`src/rtl/mic_pkg.sv`:
```
// Shared definitions for the microphone volume path (meter, LED bar, seven-segment blocks).
// Provides sample/amplitude widths, the meter state type and the mid-rail magnitude helper.
package mic_pkg;
   localparam int MIC_MID = 2048;
   localparam int MIC_W   = 12;
   localparam int AMP_W   = 11;
   localparam int LVL_W   = 4;

   typedef enum logic [0:0] {
      ACCUM   = 1'b0,
      PUBLISH = 1'b1
   } meter_state_t;

   // Distance from mid-rail; the single out-of-range case (sample 0 -> 2048) clips to 2047.
   function automatic logic [AMP_W-1:0] mic_magnitude(input logic [MIC_W-1:0] smp);
      logic [MIC_W-1:0] diff;
      if (smp >= 12'd2048) begin
         diff = smp - 12'd2048;
      end else begin
         diff = 12'd2048 - smp;
      end
      if (diff[MIC_W-1]) begin
         return 11'd2047;
      end else begin
         return diff[AMP_W-1:0];
      end
   endfunction
endpackage

```
`src/rtl/peak_hold_decay.sv`:
```
// Peak-hold level tracker: holds the highest published level for HOLD_WINDOWS
// windows, then decays one step per window down to zero.
module peak_hold_decay
   import mic_pkg::*;
#(
   parameter int HOLD_WINDOWS = 5
) (
   input  logic             clk,
   input  logic             rst,
   input  logic             update,
   input  logic [LVL_W-1:0] level,
   output logic [LVL_W-1:0] peak_level
);

   localparam logic [3:0] HOLD_INIT = 4'(HOLD_WINDOWS);

   logic [3:0] hold_r;

   // Peak register and hold counter, advanced once per published window
   always_ff @(posedge clk or posedge rst) begin
      if (rst) begin
         peak_level <= 4'd0;
         hold_r     <= 4'd0;
      end else if (update) begin
         if (level >= peak_level) begin
            peak_level <= level;
            hold_r     <= HOLD_INIT;
         end else if (hold_r != 4'd0) begin
            hold_r     <= hold_r - 4'd1;
         end else if (peak_level != 4'd0) begin
            peak_level <= peak_level - 4'd1;
         end
      end
   end

endmodule

```
`src/rtl/mic_volume_meter.sv`:
```
// Windowed microphone volume meter: magnitude, window maximum, level and peak hold.
// Optional build macro MIC_NOISE_GATE_EN zeroes magnitudes at or below NOISE_FLOOR.
module mic_volume_meter
   import mic_pkg::*;
#(
   parameter int WINDOW       = 4000,
`ifdef MIC_NOISE_GATE_EN
   parameter int NOISE_FLOOR  = 64,
`endif
   parameter int HOLD_WINDOWS = 5
) (
   input  logic             clk,
   input  logic             rst,
   input  logic             sample_valid,
   input  logic [MIC_W-1:0] mic_in,
   output logic [AMP_W-1:0] amplitude,
   output logic [LVL_W-1:0] level,
   output logic [LVL_W-1:0] peak_level,
   output logic             level_valid
);

   localparam logic [15:0] LAST_CNT = 16'(WINDOW - 1);

   meter_state_t     state_r;
   meter_state_t     state_nxt_s;
   logic [15:0]      cnt_r;
   logic [AMP_W-1:0] win_max_r;
   logic [AMP_W-1:0] mag_raw_s;
   logic [AMP_W-1:0] mag_s;
   logic [AMP_W-1:0] max_s;
   logic             close_s;

   assign mag_raw_s = mic_magnitude(mic_in);

`ifdef MIC_NOISE_GATE_EN
   localparam logic [AMP_W-1:0] GATE_LVL = AMP_W'(NOISE_FLOOR);

   // Hiss suppression ahead of the window maximum
   always_comb begin
      mag_s = mag_raw_s;
      if (mag_raw_s <= GATE_LVL) begin
         mag_s = 11'd0;
      end else begin
         mag_s = mag_raw_s;
      end
   end
`else
   assign mag_s = mag_raw_s;
`endif

   assign max_s   = (mag_s > win_max_r) ? mag_s : win_max_r;
   assign close_s = sample_valid && (cnt_r == LAST_CNT);

   // State register
   always_ff @(posedge clk or posedge rst) begin
      if (rst) begin
         state_r <= ACCUM;
      end else begin
         state_r <= state_nxt_s;
      end
   end

   // Next-state: close the window on the sample that completes it
   always_comb begin
      state_nxt_s = state_r;
      case (state_r)
         ACCUM: begin
            if (close_s) begin
               state_nxt_s = PUBLISH;
            end else begin
               state_nxt_s = ACCUM;
            end
         end
         PUBLISH: state_nxt_s = ACCUM;
         default: state_nxt_s = ACCUM;
      endcase
   end

   // Window accumulation and registered outputs; a PUBLISH-cycle sample opens the next window
   always_ff @(posedge clk or posedge rst) begin
      if (rst) begin
         cnt_r       <= 16'd0;
         win_max_r   <= 11'd0;
         amplitude   <= 11'd0;
         level       <= 4'd0;
         level_valid <= 1'b0;
      end else begin
         case (state_r)
            PUBLISH: begin
               amplitude   <= win_max_r;
               level       <= win_max_r[AMP_W-1:AMP_W-LVL_W];
               level_valid <= 1'b1;
               if (sample_valid) begin
                  win_max_r <= mag_s;
                  cnt_r     <= 16'd1;
               end else begin
                  win_max_r <= 11'd0;
                  cnt_r     <= 16'd0;
               end
            end
            ACCUM: begin
               level_valid <= 1'b0;
               if (sample_valid) begin
                  win_max_r <= max_s;
                  cnt_r     <= cnt_r + 16'd1;
               end
            end
            default: begin
               level_valid <= 1'b0;
            end
         endcase
      end
   end

   peak_hold_decay #(
      .HOLD_WINDOWS(HOLD_WINDOWS)
   ) u_peak (
      .clk       (clk),
      .rst       (rst),
      .update    (state_r == PUBLISH),
      .level     (win_max_r[AMP_W-1:AMP_W-LVL_W]),
      .peak_level(peak_level)
   );

endmodule
```
`config.mk`:
```
export PLATFORM = sky130hd
export DESIGN_NAME = mic_volume_meter
export DESIGN_NICKNAME = d
export VERILOG_FILES = /design/src/rtl/mic_pkg.sv /design/src/rtl/peak_hold_decay.sv /design/src/rtl/mic_volume_meter.sv
export SDC_FILE = /design/constraint.sdc
export NUM_CORES = 1
export LEC_CHECK = 0
export BUFFER_PORTS_ARGS = -buffer_cell sky130_fd_sc_hd__clkbuf_2
export CAP_MARGIN = 20
export CORE_MARGIN = 4
export CORE_UTILIZATION = 37
export CTS_BUF_LIST = sky130_fd_sc_hd__clkbuf_8 sky130_fd_sc_hd__clkbuf_16
export DETAILED_ROUTE_END_ITERATION = 16
export GPL_ROUTABILITY_DRIVEN = 1
export PLACE_DENSITY = 0.63
export SETUP_SLACK_MARGIN = 0.4
export SLEW_MARGIN = 20
export SYNTH_ARGS = -nofsm -noshare
export SYNTH_HDL_FRONTEND = slang
export SYNTH_HIERARCHICAL = 1
export SYNTH_SLANG_ARGS = --single-unit
```
`constraint.sdc`:
```
create_clock -name clk -period 3.33 [get_ports clk]
set_clock_uncertainty 0.2 [all_clocks]
set_input_delay 0.1665 -clock clk [delete_from_list [all_inputs] [get_ports clk]]
set_output_delay 0.1665 -clock clk [all_outputs]
set_load 0.01 [all_outputs]
```
* Word-level counts from Yosys, hierarchy flattened
Cells that the tools add are included.
** Cells by class
- Add/sub/neg operators :: 5
- Equality and inequality tests :: 4
- Muxes and demuxes :: 17
- Order comparisons :: 3
- Bitwise logic cells :: 1
- Reductions and logical operators :: 8
** Operators by type and width (number)
- 11-bit two-way mux :: 4
- 16-bit one-hot mux with 2 select lines :: 1
- 11-bit one-hot mux with 2 select lines :: 1
- 4-bit two-way mux :: 5
- 16-bit by 1-bit adder with 16-bit output (second input constant) :: 1
- 16-bit by 12-bit equality test with 1-bit output (second input constant) :: 1
- 16-bit two-way mux :: 1
- 12-bit >= comparator (second input constant) :: 1
- 12-bit two-way mux :: 1
- 12-bit subtractor (first input constant) :: 1
- 12-bit subtractor (second input constant) :: 1
- 11-bit greater-than comparator :: 1
- 4-bit nonzero test :: 2
- 4-bit by 1-bit subtractor with 4-bit output (second input constant) :: 2
- 4-bit >= comparator :: 1
- 2-bit != test (second input constant) :: 2
- 1-bit one-hot mux with 2 select lines :: 2
- 2-bit AND reduction :: 2
- 2-bit nonzero test :: 2
- 3-bit AND reduction :: 1
- 1-bit two-way mux :: 2
- 2-bit by 1-bit != test with 1-bit output (second input constant) :: 1
- 1-bit logical AND :: 1
- 1-bit inverter :: 1
** Storage, ports and cells
- Output and inout port bits :: 20
- Register bits after elaboration :: 52
- Word-level logic and storage cells :: 46
- Input bits :: 15

* Logic depth before layout (Yosys ltp)
Gate-level depths: netlist of the first run.
- Word-level depth :: 7
- Mapped depth :: 13
- Mapped depth without buffers :: 12

* Modules after synthesis
The synthesis of the first run kept the hierarchy.
** Modules (own cells, without submodules)
- mic_volume_meter :: area an instance 2299.7 um^2, seq. area each 1001.0 um^2, times used 1, cells each 223
- peak_hold_decay :: area an instance 621.8 um^2, seq. area each 200.2 um^2, times used 1, cells each 65

* Least setup slack after synthesis of the first run
No wires, ideal clock.
- Path kind :: input port to flip-flop
- Start :: in mic_in[1]
- End :: reg win_max_r[0]
- Required time :: 3009 ps
- Stages :: 11
- Path buffers :: 2
- Path slack :: 238 ps
- Arrival time :: 2771 ps
- Setup time :: 121 ps
- Path through :: or4_4 > or4b_1 > buf_6 > nand3_4 > ha_1 > a211o_1 > o211ai_1 > o2111ai_1 > a31o_2 > clkbuf_1 > a22o_1
** Between the ends
- Word-level cells in the longest chain between the ends :: 6
- Elaborated cells on any way between the ends :: 12
- Those cells by class :: 2 x add/sub; 2 x order compare; 1 x eq/ne; 6 x mux; 1 x reduce/logical
** RTL lines
- from (decl) :: line mic_volume_meter.sv:15 : input logic [MIC_W-1:0] mic_in,
- 12-bit subtractor (tied with other cells) :: line mic_pkg.sv:20 : diff = 12'd2048 - smp;
- 12-bit two-way mux * :: line mic_pkg.sv:17 : if (smp >= 12'd2048) begin
- 11-bit two-way mux * :: line mic_pkg.sv:22 : if (diff[MIC_W-1]) begin
- 11-bit greater-than comparator or 11-bit two-way mux (tied branches) :: line mic_volume_meter.sv:51 : assign max_s = (mag_s > win_max_r) ? mag_s : win_max_r;
- 2-bit != test (no source line) or 11-bit two-way mux (tied branches)
- 2-bit AND reduction (no source line) or 11-bit one-hot mux with 2 select lines (tied branches)
- to (signal assigned) :: line mic_volume_meter.sv:94 : win_max_r <= mag_s;
- to (signal assigned) :: line mic_volume_meter.sv:104 : win_max_r <= max_s;
- to (decl) :: line mic_volume_meter.sv:27 : logic [AMP_W-1:0] win_max_r;
Every way passes the cells marked *; elsewhere a longest branch is shown, timed or not. The select of a mux whose other input is x is not followed.
A chain may end at the register's enable or synchronous reset.

* Worst setup path in the final report of the first run
- Start :: in mic_in[2]
- End :: reg win_max_r[8]
Same word-level chain as after synthesis.

==> impl_metrics.toml, run 1 <==
[status]
outcome = "finished, final reports clean"

[timing]
worst-slew-pin-transition_ns = 0.884
period_minus_slack_ns = 2.93
maxSlewViolCount = 0
min_period_over_period_pct = 88.1
final_hold_viol_count = 0
timing.slew.headroom_pct = 41.1
fin_hold_ws_ns = 0.125
setup_tns_ns = 0
report.final.setup_viol = 0
rsz0062_at_grt = "yes"
maxClockFrequency_ghz = 0.341

[finish]
antenna_cells_inserted = 0
area_growth_pct = 23.9
finish.net_count = 379
final_common_cell = "sky130_fd_sc_hd__dfrtp_1"
layout.cells.non_filler = 446
core_occupancy_in_the_finished_layout_pct = 47.1
drive_above_1_share_pct = 32.3
mostFrequentLayoutCells = "sky130_fd_sc_hd__dfrtp_1 (48), sky130_fd_sc_hd__clkbuf_2 (32), sky130_fd_sc_hd__inv_1 (25), sky130_fd_sc_hd__buf_4 (25), sky130_fd_sc_hd__nor2_1 (24)"

[clock_network]
cts.htree.levels = 2
ctsRootBufferMaster = "sky130_fd_sc_hd__clkbuf_8"
max-clock-path-buffers = 2
clkLatencyLatePin_ns = 0.30
clkTransAtPathRegs_ns = 0.09
cts_buffers = 5
tritoncts = "done"
clock_sink_count = 48

[global_route]
global_route_wire_length_before_repair_mm = 10.5
gr-usage-all-layers_pct = 13.4
number_of_antenna_violations_at_the_first_check_in_global_routing = 0
grt_overflow_total = 0
first_global_vias = 2301
largest_net_degree_at_the_start_of_global_routing = 41

[floorplanning]
core_area_um2 = 7690
ioPinCount = 35
floorplan.initialDensity_pct = 38.0
std_cell_rows = 32
die_height_um = 96.9
fp.dieArea_um2 = 9380
fp.dieW_um = 96.9

[pwr]
pd_cells_nw_per_um2 = 548
worst_ir_drop_vdd_mv = 0.219
leakagePower_nw = 1.73
power_w = 0.00198

[synth]
syn_area_um2 = 2920
synth-seq-cells = 48
syn_area_per_cell_um2 = 10.1
synthDistinctLibCells = 57
number_of_warnings_issued_by_yosys = 6
async_flop_share_pct = 100
yosys_most_used_dff = "sky130_fd_sc_hd__dfrtp_1"
syn_nets = 323
synth_edf_count = 0
ys_seq_area_share_pct = 41.1
netlist_instances = 288

[critical_path]
worstSetupEndpointType = "flop"
timing.critical_path.required_ns = 3.33
crit_path_frequent_cell = "sky130_fd_sc_hd__buf_6"
worst_setup_path_startpoint = "mic_in[2]"
critPathMaxFanout = 6
timing.setup.critical_path_class = "in2reg"
worst-endpoint-arrival_ns = 2.93
worstReg2RegStart = "u_peak/peak_level[2]"
cp.depth = 11
timing.critical_path.slowest_cell_delay_ns = 0.53
worst_setup_path_start_kind = "input port"
r2r_cells = 7
critical_path_buf_inv_count = 2
cpMaxStageDelayCell = "sky130_fd_sc_hd__or4b_4"
critical-path-top-delay-family = "compound AO/OA/AOI/OAI gates"
critical_path.cell_chain = "buf_6 -> or4_4 -> or4b_4 -> buf_6 -> nand3_4 -> ha_4 -> a211o_1 -> o211ai_1 -> o2111ai_4 -> a31o_4 -> a22o_1"

[routing]
drt-wirelength-per-cell_um = 13.6
drt_pre_antenna_iters = 4
detail_route.vias_per_cell = 5.00
drt_wl_total_mm = 6.05
drc_errors = 0
detail_route.iter0.violations = 99
routed-via-count = 2229
drt.antenna.violating_nets = 0

[min_path]
hold_path.class = "in2reg"
hp-start = "mic_in[1]"
min_delay_path_depth = 4

[placement]
dpl.hpwl_mm = 4.28
placed_cells = 426
gp_routability_congestion = 0.796
place.port_buffers = 34

[job]
max-cap-violations = 0
## registers in the layout, summed over array words and instances, names as in the netlist
| signal | count |
|---|---|
| cnt_r | 16 |
| level_valid | 1 |
| state_r | 1 |
| win_max_r | 11 |
| amplitude | 11 |
| u_peak/hold_r | 4 |
| u_peak/peak_level | 4 |
## what timing repair did
action	in CTS	in global routing
resized for setup	9	6
buffers inserted	4	5
hold buffers	1	0
setup endpoints to repair	11	11
gates cloned	3	0
endpoints found under the hold margin	48	0
pin swaps	8	10
## through the flow
stage | setup slack, ns | area (um^2)
floorplan | 0.320 | 2970
finish | 0.397 | 3620
global placement | -0.155 | 3280
global route | 0.274 | 3620
detailed placement | -0.259 | 3280
CTS | 0.404 | 3540
## worst min-delay path: cells and delay by family
kind / cells / cell delay (ns)
AO/OA/AOI/OAI: 1 / 0.12
buffers and inverters: 1 / 0.11
multiplexers: 1 / 0.11
AND/OR/NAND/NOR: 1 / 0.09
## cells in the mapped netlist (4+ instances only)
cell type,count,share of area [%]
sky130_fd_sc_hd__a21oi_1,5,0.86
sky130_fd_sc_hd__a22o_1,12,3.6
sky130_fd_sc_hd__buf_4,5,1.3
sky130_fd_sc_hd__clkbuf_1,6,0.77
sky130_fd_sc_hd__dfrtp_1,48,41
sky130_fd_sc_hd__ha_1,20,8.6
sky130_fd_sc_hd__inv_1,25,3.2
sky130_fd_sc_hd__mux2_2,11,4.2
sky130_fd_sc_hd__mux2i_1,5,1.7
sky130_fd_sc_hd__nand2_1,16,2.1
sky130_fd_sc_hd__nand2_2,5,1.1
sky130_fd_sc_hd__nand4_1,7,1.5
sky130_fd_sc_hd__nor2_1,24,3.1
sky130_fd_sc_hd__nor3_1,8,1.4
sky130_fd_sc_hd__nor4_1,4,0.86
sky130_fd_sc_hd__o21ai_0,13,2.2
sky130_fd_sc_hd__or3_1,4,0.86
sky130_fd_sc_hd__xnor2_1,10,3.0
sky130_fd_sc_hd__xor2_1,8,2.4
## final cells by class
| class | instances | area, um^2 |
|---|---|---|
| inverter | 25 | 93.8 |
| tap | 102 | 128 |
| multi-input combinational | 202 | 1670 |
| clock inverter | 2 | 60.1 |
| fill | 742 | 4070 |
| timing repair buffer | 62 | 397 |
| clock buffer | 5 | 68.8 |
| sequential | 48 | 1200 |
## path summary, 6_finish.rpt
kind                                         to  slack (ns)
max                                win_max_r[8]        0.40
min                                win_max_r[1]        0.12
max reg2reg                u_peak/peak_level[3]        0.91
min reg2reg                        amplitude[5]        0.32
max in group asynchronous          amplitude[0]        2.25
min in group asynchronous  u_peak/peak_level[1]        0.16
## routing by layer
metal | GRT usage [%] | routed length (um) | part of all wire, % | up-vias
met2 | 23.5 | 3050 | 50 | 30
met5 | 0 | 0 | 0 | -
met1 | 16.1 | 2740 | 45 | 1057
met3 | 2.31 | 157 | 2.6 | 6
li1 | - | - | - | 1136
met4 | 5.18 | 103 | 1.7 | 0
## where the power goes
part | switching [W] | internal (W)
Clock | 0.000190 | 0.000295
Sequential | 0.000123 | 0.000686
Combinational | 0.000362 | 0.000326
## kinds of logic after synthesis
logic type                 after synthesis  share of synthesized area, %
xor gates and xnor gates                18                          5.40
DFF                                     48                          41.1
and+or+nand+nor                         95                          19.2
muxes                                   16                          5.95
buffers and inverters                   40                          6.64
AOI/OAI and AO/OA                       51                          13.1
adders and majority gates               20                          8.57
(Power assumes the default switching activity.)
==> run 2, diff against run 1 <==
--- a/config.mk
+++ b/config.mk
@@ -7,12 +7,13 @@
 export LEC_CHECK = 0
 export BUFFER_PORTS_ARGS = -buffer_cell sky130_fd_sc_hd__clkbuf_2
 export CAP_MARGIN = 20
+export CELL_PAD_IN_SITES_DETAIL_PLACEMENT = 2
+export CELL_PAD_IN_SITES_GLOBAL_PLACEMENT = 2
 export CORE_MARGIN = 4
 export CORE_UTILIZATION = 37
-export CTS_BUF_LIST = sky130_fd_sc_hd__clkbuf_8 sky130_fd_sc_hd__clkbuf_16
 export DETAILED_ROUTE_END_ITERATION = 16
 export GPL_ROUTABILITY_DRIVEN = 1
-export PLACE_DENSITY = 0.63
+export PLACE_DENSITY = 0.87
 export SETUP_SLACK_MARGIN = 0.4
 export SLEW_MARGIN = 20
 export SYNTH_ARGS = -nofsm -noshare
==> impl_metrics.toml, run 2 (synthesis results as in run 1) <==
[placement]
gp_routability_congestion = 0.745
placed_instance_area_um2 = 3190
place.port_buffers = 34
dpl.hpwl_mm = 5.82

[critical_path]
worst_setup_path_endpoint = "win_max_r[9]"
worst_setup_path_start_kind = "input port"
worst-endpoint-arrival_ns = 3.01
worstSetupEndpointType = "flop"
cpMaxStageDelayCell = "sky130_fd_sc_hd__or4_4"
reg2reg_slack_ns = 0.87
timing.critical_path.slowest_cell_delay_ns = 0.58
worstReg2RegStart = "u_peak/peak_level[2]"
timing.critical_path.required_ns = 3.33
critPathMaxFanout = 5
worst_r2r_endpoint = "u_peak/peak_level[3]"
timing.setup.critical_path_class = "in2reg"
critical_path.cell_chain = "clkbuf_2 -> or4_4 -> or4b_4 -> buf_6 -> nand2_4 -> inv_2 -> ha_4 -> nand3b_1 -> a211o_1 -> o2111ai_2 -> a31oi_2 -> buf_4 -> a22o_1"
r2r_cells = 7
worst_setup_path_startpoint = "mic_in[0]"

[routing]
detail_route.iter0.violations = 79
routed-via-count = 2373
drc_errors = 0
drt_wl_total_mm = 8.90
drt.antenna.violating_nets = 0
drt_pre_antenna_iters = 4
drt-wirelength-per-cell_um = 20.6
detail_route.vias_per_cell = 5.48

[finish]
final_common_cell = "sky130_fd_sc_hd__dfrtp_1"
antenna_cells_inserted = 0
drive_above_1_share_pct = 31.7
area_growth_pct = 20.5
reg.largest.list = "cnt_r (16), amplitude (11), win_max_r (11)"
finalInstanceArea_um2 = 3520
finish.net_count = 365
largest_register = "cnt_r"
largest_reg_flops = 16
mostFrequentLayoutCells = "sky130_fd_sc_hd__dfrtp_1 (48), sky130_fd_sc_hd__clkbuf_2 (33), sky130_fd_sc_hd__inv_1 (24)"

[job]
max-cap-violations = 0

[timing]
worst-slew-pin-transition_ns = 0.937
period_minus_slack_ns = 3.00
min_period_over_period_pct = 90.2
maxSlewViolCount = 0
setup_tns_ns = 0
final_hold_viol_count = 0
timing.slew.headroom_pct = 37.5
rsz0062_at_grt = "yes"
report.final.setup_viol = 0
maxClockFrequency_ghz = 0.333

[pwr]
pd_cells_nw_per_um2 = 580
leakagePower_nw = 1.66
worst_ir_drop_vdd_mv = 0.217

[floorplanning]
fp.dieW_um = 96.9
die_height_um = 96.9
floorplan.initialDensity_pct = 38.0
fp.dieArea_um2 = 9380
std_cell_rows = 32
core_area_um2 = 7690
ioPinCount = 35

[global_route]
largest_net_degree_at_the_start_of_global_routing = 41
global_route_wire_length_before_repair_mm = 14.4
number_of_antenna_violations_at_the_first_check_in_global_routing = 0
grt_overflow_total = 0
first_global_vias = 2729
gr-usage-all-layers_pct = 18.8

[clock_network]
clock_sink_count = 48
cts.htree.levels = 2
tritoncts = "done"
clkLatencyLatePin_ns = 0.31
clkTransAtPathRegs_ns = 0.10
ctsRootBufferMaster = "sky130_fd_sc_hd__clkbuf_8"
max-clock-path-buffers = 2
cts_buffers = 5

[min_path]
hold_path.class = "in2reg"
hp-start = "sample_valid"
min_delay_path_depth = 2

[status]
outcome = "finished, final reports clean"
[run 2: cell count changes in the layout (fill, tap and decap cells not counted), moves of 2 or more]
cell,delta
sky130_fd_sc_hd__buf_4,-12
sky130_fd_sc_hd__a31oi_4,-2
sky130_fd_sc_hd__ha_4,+3
sky130_fd_sc_hd__ha_1,-3
[run 2: layout make-up]
cell class | instances | area, um^2
Clock buffer | 5 | 68.8
Clock inverter | 3 | 46.3
Fill cell | 834 | 4170
Inverter | 25 | 93.8
Multi-Input combinational cell | 200 | 1670
Sequential cell | 48 | 1200
Tap cell | 102 | 128
Timing Repair Buffer | 50 | 309
[run 2: stage by stage]
stage	cells	hold WS (ns)	total power, W	setup WS (ns)	util [%]
after floorplan	288	-0.218	0.00129	0.320	-
after global placement	414	-0.0604	0.00140	0.0597	41.6
after detailed placement	414	-0.0429	0.00146	-0.0547	41.6
after CTS	432	0.0574	0.00197	0.364	45.1
after global routing	433	0.0882	0.00217	0.273	45.8
final	433	0.0636	0.00204	0.326	45.8
[run 2: worst min-delay path by stage]
stage | end
after floorplan | u_peak/hold_r[0]
final | cnt_r[0]
after global placement | u_peak/hold_r[3]
after global routing | cnt_r[0]
after detailed placement | u_peak/hold_r[3]
after CTS | cnt_r[0]
[run 2: timing repair]
item,4_1_cts,5_1_grt
pin swaps,20,10
resized for setup,18,7
gates cloned,2,0
endpoints found under the setup margin,11,11
hold endpoints to repair,48,0
hold buffers,1,0
setup buffers,7,1
[run 2: power breakdown]
| group | total (W) | switching, W | internal, W | leakage, nW |
|---|---|---|---|---|
| Sequential | 0.000829 | 0.000143 | 0.000686 | 0.642 |
| Clock | 0.000445 | 0.000219 | 0.000227 | 0.0548 |
| Combinational | 0.000766 | 0.000416 | 0.000350 | 0.963 |
[run 2: metal layers]
| layer | wire length [um] | global-route usage [%] | vias to the layer above |
|---|---|---|---|
| met5 | 0 | 0 | - |
| met4 | 214 | 6.37 | 0 |
| met3 | 237 | 2.31 | 16 |
| met2 | 4860 | 35.4 | 50 |
| met1 | 3590 | 21.8 | 1203 |
| li1 | - | - | 1104 |
[run 2: critical path, delay by kind of cell]
family | cells | cell delay (ns)
AND/OR/NAND/NOR | 4 | 1.38
buffers and inverters | 4 | 0.53
adder cells (fa/ha/maj) | 1 | 0.15
AO/OA/AOI/OAI | 4 | 0.77
==> run 3, diff against run 2 <==
--- a/config.mk
+++ b/config.mk
@@ -10,10 +10,10 @@
 export CELL_PAD_IN_SITES_DETAIL_PLACEMENT = 2
 export CELL_PAD_IN_SITES_GLOBAL_PLACEMENT = 2
 export CORE_MARGIN = 4
-export CORE_UTILIZATION = 37
+export CORE_UTILIZATION = 40
 export DETAILED_ROUTE_END_ITERATION = 16
 export GPL_ROUTABILITY_DRIVEN = 1
-export PLACE_DENSITY = 0.87
+export PLACE_DENSITY = 0.92
 export SETUP_SLACK_MARGIN = 0.4
 export SLEW_MARGIN = 20
 export SYNTH_ARGS = -nofsm -noshare
==> impl_metrics.toml, run 3 (synthesis results as in run 1) <==
[placement]
placed_instance_area_um2 = 3200
placed_cells = 410
place.port_buffers = 34
gp_routability_congestion = 0.777
detailedPlace.worstSlack_ns = -0.166
dpl.hpwl_mm = 6.30

[critical_path]
worst_setup_path_start_kind = "input port"
worst_r2r_endpoint = "win_max_r[6]"
critPathMaxFanout = 5
worstReg2RegStart = "win_max_r[9]"
worstSetupEndpointType = "flop"
worst_setup_path_startpoint = "mic_in[0]"
reg2reg_slack_ns = 0.82
timing.critical_path.required_ns = 3.36
timing.setup.critical_path_class = "in2reg"
worst-endpoint-arrival_ns = 3.12
r2r_cells = 9

[clock_network]
cts_buffers = 5
tritoncts = "done"
ctsRootBufferMaster = "sky130_fd_sc_hd__clkbuf_8"
clkLatencyLatePin_ns = 0.31
max-clock-path-buffers = 2
clock_sink_count = 48
cts.htree.levels = 2
clkTransAtPathRegs_ns = 0.08

[floorplanning]
fp.dieW_um = 93.5
core_area_um2 = 6940
std_cell_rows = 30
fp.dieArea_um2 = 8730
floorplan.initialDensity_pct = 42.1
ioPinCount = 35
die_height_um = 93.5

[finish]
multiInputGateArea_um2 = 1660
layout.filler_cells = 739
drive_above_1_share_pct = 30.8
seq_area_um2 = 1200
reg.largest.list = "cnt_r (16), amplitude (11), win_max_r (11)"
antenna_cells_inserted = 0
finalInstanceArea_um2 = 3530
area_growth_pct = 20.9
core_occupancy_in_the_finished_layout_pct = 50.8
largest_reg_flops = 16
mostFrequentLayoutCells = "sky130_fd_sc_hd__dfrtp_1 (48), sky130_fd_sc_hd__clkbuf_2 (30), sky130_fd_sc_hd__inv_1 (25)"
finish.net_count = 368
largest_register = "cnt_r"
final_common_cell = "sky130_fd_sc_hd__dfrtp_1"
layout.cells.non_filler = 430

[routing]
drt-wirelength-per-cell_um = 22.0
drt_wl_total_mm = 9.44
routed-via-count = 2439
detail_route.vias_per_cell = 5.67
detail_route.iter0.violations = 103
drt.antenna.violating_nets = 0
drc_errors = 0
drt_pre_antenna_iters = 4

[timing]
period_minus_slack_ns = 3.10
rsz0062_at_grt = "yes"
finalWorstSetupSlack_ns = 0.234
min_period_over_period_pct = 93.0
report.final.setup_viol = 0
maxSlewViolCount = 0
maxClockFrequency_ghz = 0.323
timing.slew.headroom_pct = 46.2
worst-slew-pin-transition_ns = 0.806
final_hold_viol_count = 0

[min_path]
hp-start = "mic_in[0]"
hold_path_end = "win_max_r[0]"
min_delay_path_depth = 4
hold_path.class = "in2reg"

[pwr]
worst_ir_drop_vdd_mv = 0.191
power_w = 0.00199
pd_cells_nw_per_um2 = 562
leakagePower_nw = 1.68

[status]
outcome = "finished, final reports clean"

[global_route]
number_of_antenna_violations_at_the_first_check_in_global_routing = 0
grt_overflow_total = 0
first_global_vias = 2709
gr-usage-all-layers_pct = 21.3
largest_net_degree_at_the_start_of_global_routing = 28
global_route_wire_length_before_repair_mm = 14.4

[job]
max-cap-violations = 0
run 3: cell types whose count changed in the layout (fill, tap and decap cells not counted), sizes merged:
cell / change
clkbuf: -1
a31o: +1
inv: -1
buf: +5
bufinv: -1
run 3: final cells by class:
class / count / share of cell area (%)
clock buffer: 7 / 2.45
sequential: 48 / 34.0
clock inverter: 1 / 0.213
multi-input combinational: 201 / 47.0
inverter: 25 / 2.66
timing repair buffer: 52 / 10.3
tap: 96 / 3.40
run 3: per-stage QoR:
step / setup TNS [ns] / hold WS (ns)
5_1_grt: 0 / 0.0434
6_report: 0 / 0.0274
4_1_cts: 0 / 0.0434
2_1_floorplan: 0 / -0.218
3_3_place_gp: 0 / -0.0640
3_5_place_dp: -1.67 / -0.0609
run 3: worst max path at each step:
stage	end	slack, ns	depth (start not counted)
global route	win_max_r[6]	0.15	15
global placement	win_max_r[5]	0.04	12
finish	win_max_r[6]	0.23	12
detailed placement	win_max_r[7]	-0.17	12
CTS	win_max_r[6]	0.30	12
floorplan	win_max_r[5]	0.32	12
run 3: metal layers:
metal  GRT usage, %  wire (um)  vias up
met3           2.82        228       17
met1           24.0       3680     1264
met2           41.0       5270       50
met5              0          0        -
li1               -          -     1108
met4           6.47        255        0
run 3: what timing repair did:
action,in CTS,in global routing
gates resized for setup,7,21
hold buffers,1,0
endpoints found under the hold margin,28,0
cloned,0,2
setup buffers,3,6
setup endpoints to repair,11,11
pin swaps,5,10
run 3: report_power, final:
part | leakage [nW] | internal, W | total [W] | switching (W)
clock network | 0.0445 | 0.000169 | 0.000371 | 0.000202
logic | 0.993 | 0.000358 | 0.000795 | 0.000437
registers | 0.642 | 0.000686 | 0.000819 | 0.000133
run 3: worst max-delay path, cell delays in order:
cell                        delay [ns]
sky130_fd_sc_hd__buf_6            0.10
sky130_fd_sc_hd__or4_4            0.57
sky130_fd_sc_hd__or4b_4           0.59
sky130_fd_sc_hd__buf_12           0.17
sky130_fd_sc_hd__nand3_4          0.07
sky130_fd_sc_hd__ha_4             0.21
sky130_fd_sc_hd__a211o_1          0.26
sky130_fd_sc_hd__o211ai_1         0.18
sky130_fd_sc_hd__o2111ai_4        0.21
sky130_fd_sc_hd__a31oi_2          0.25
sky130_fd_sc_hd__buf_4            0.18
sky130_fd_sc_hd__a22o_1           0.18
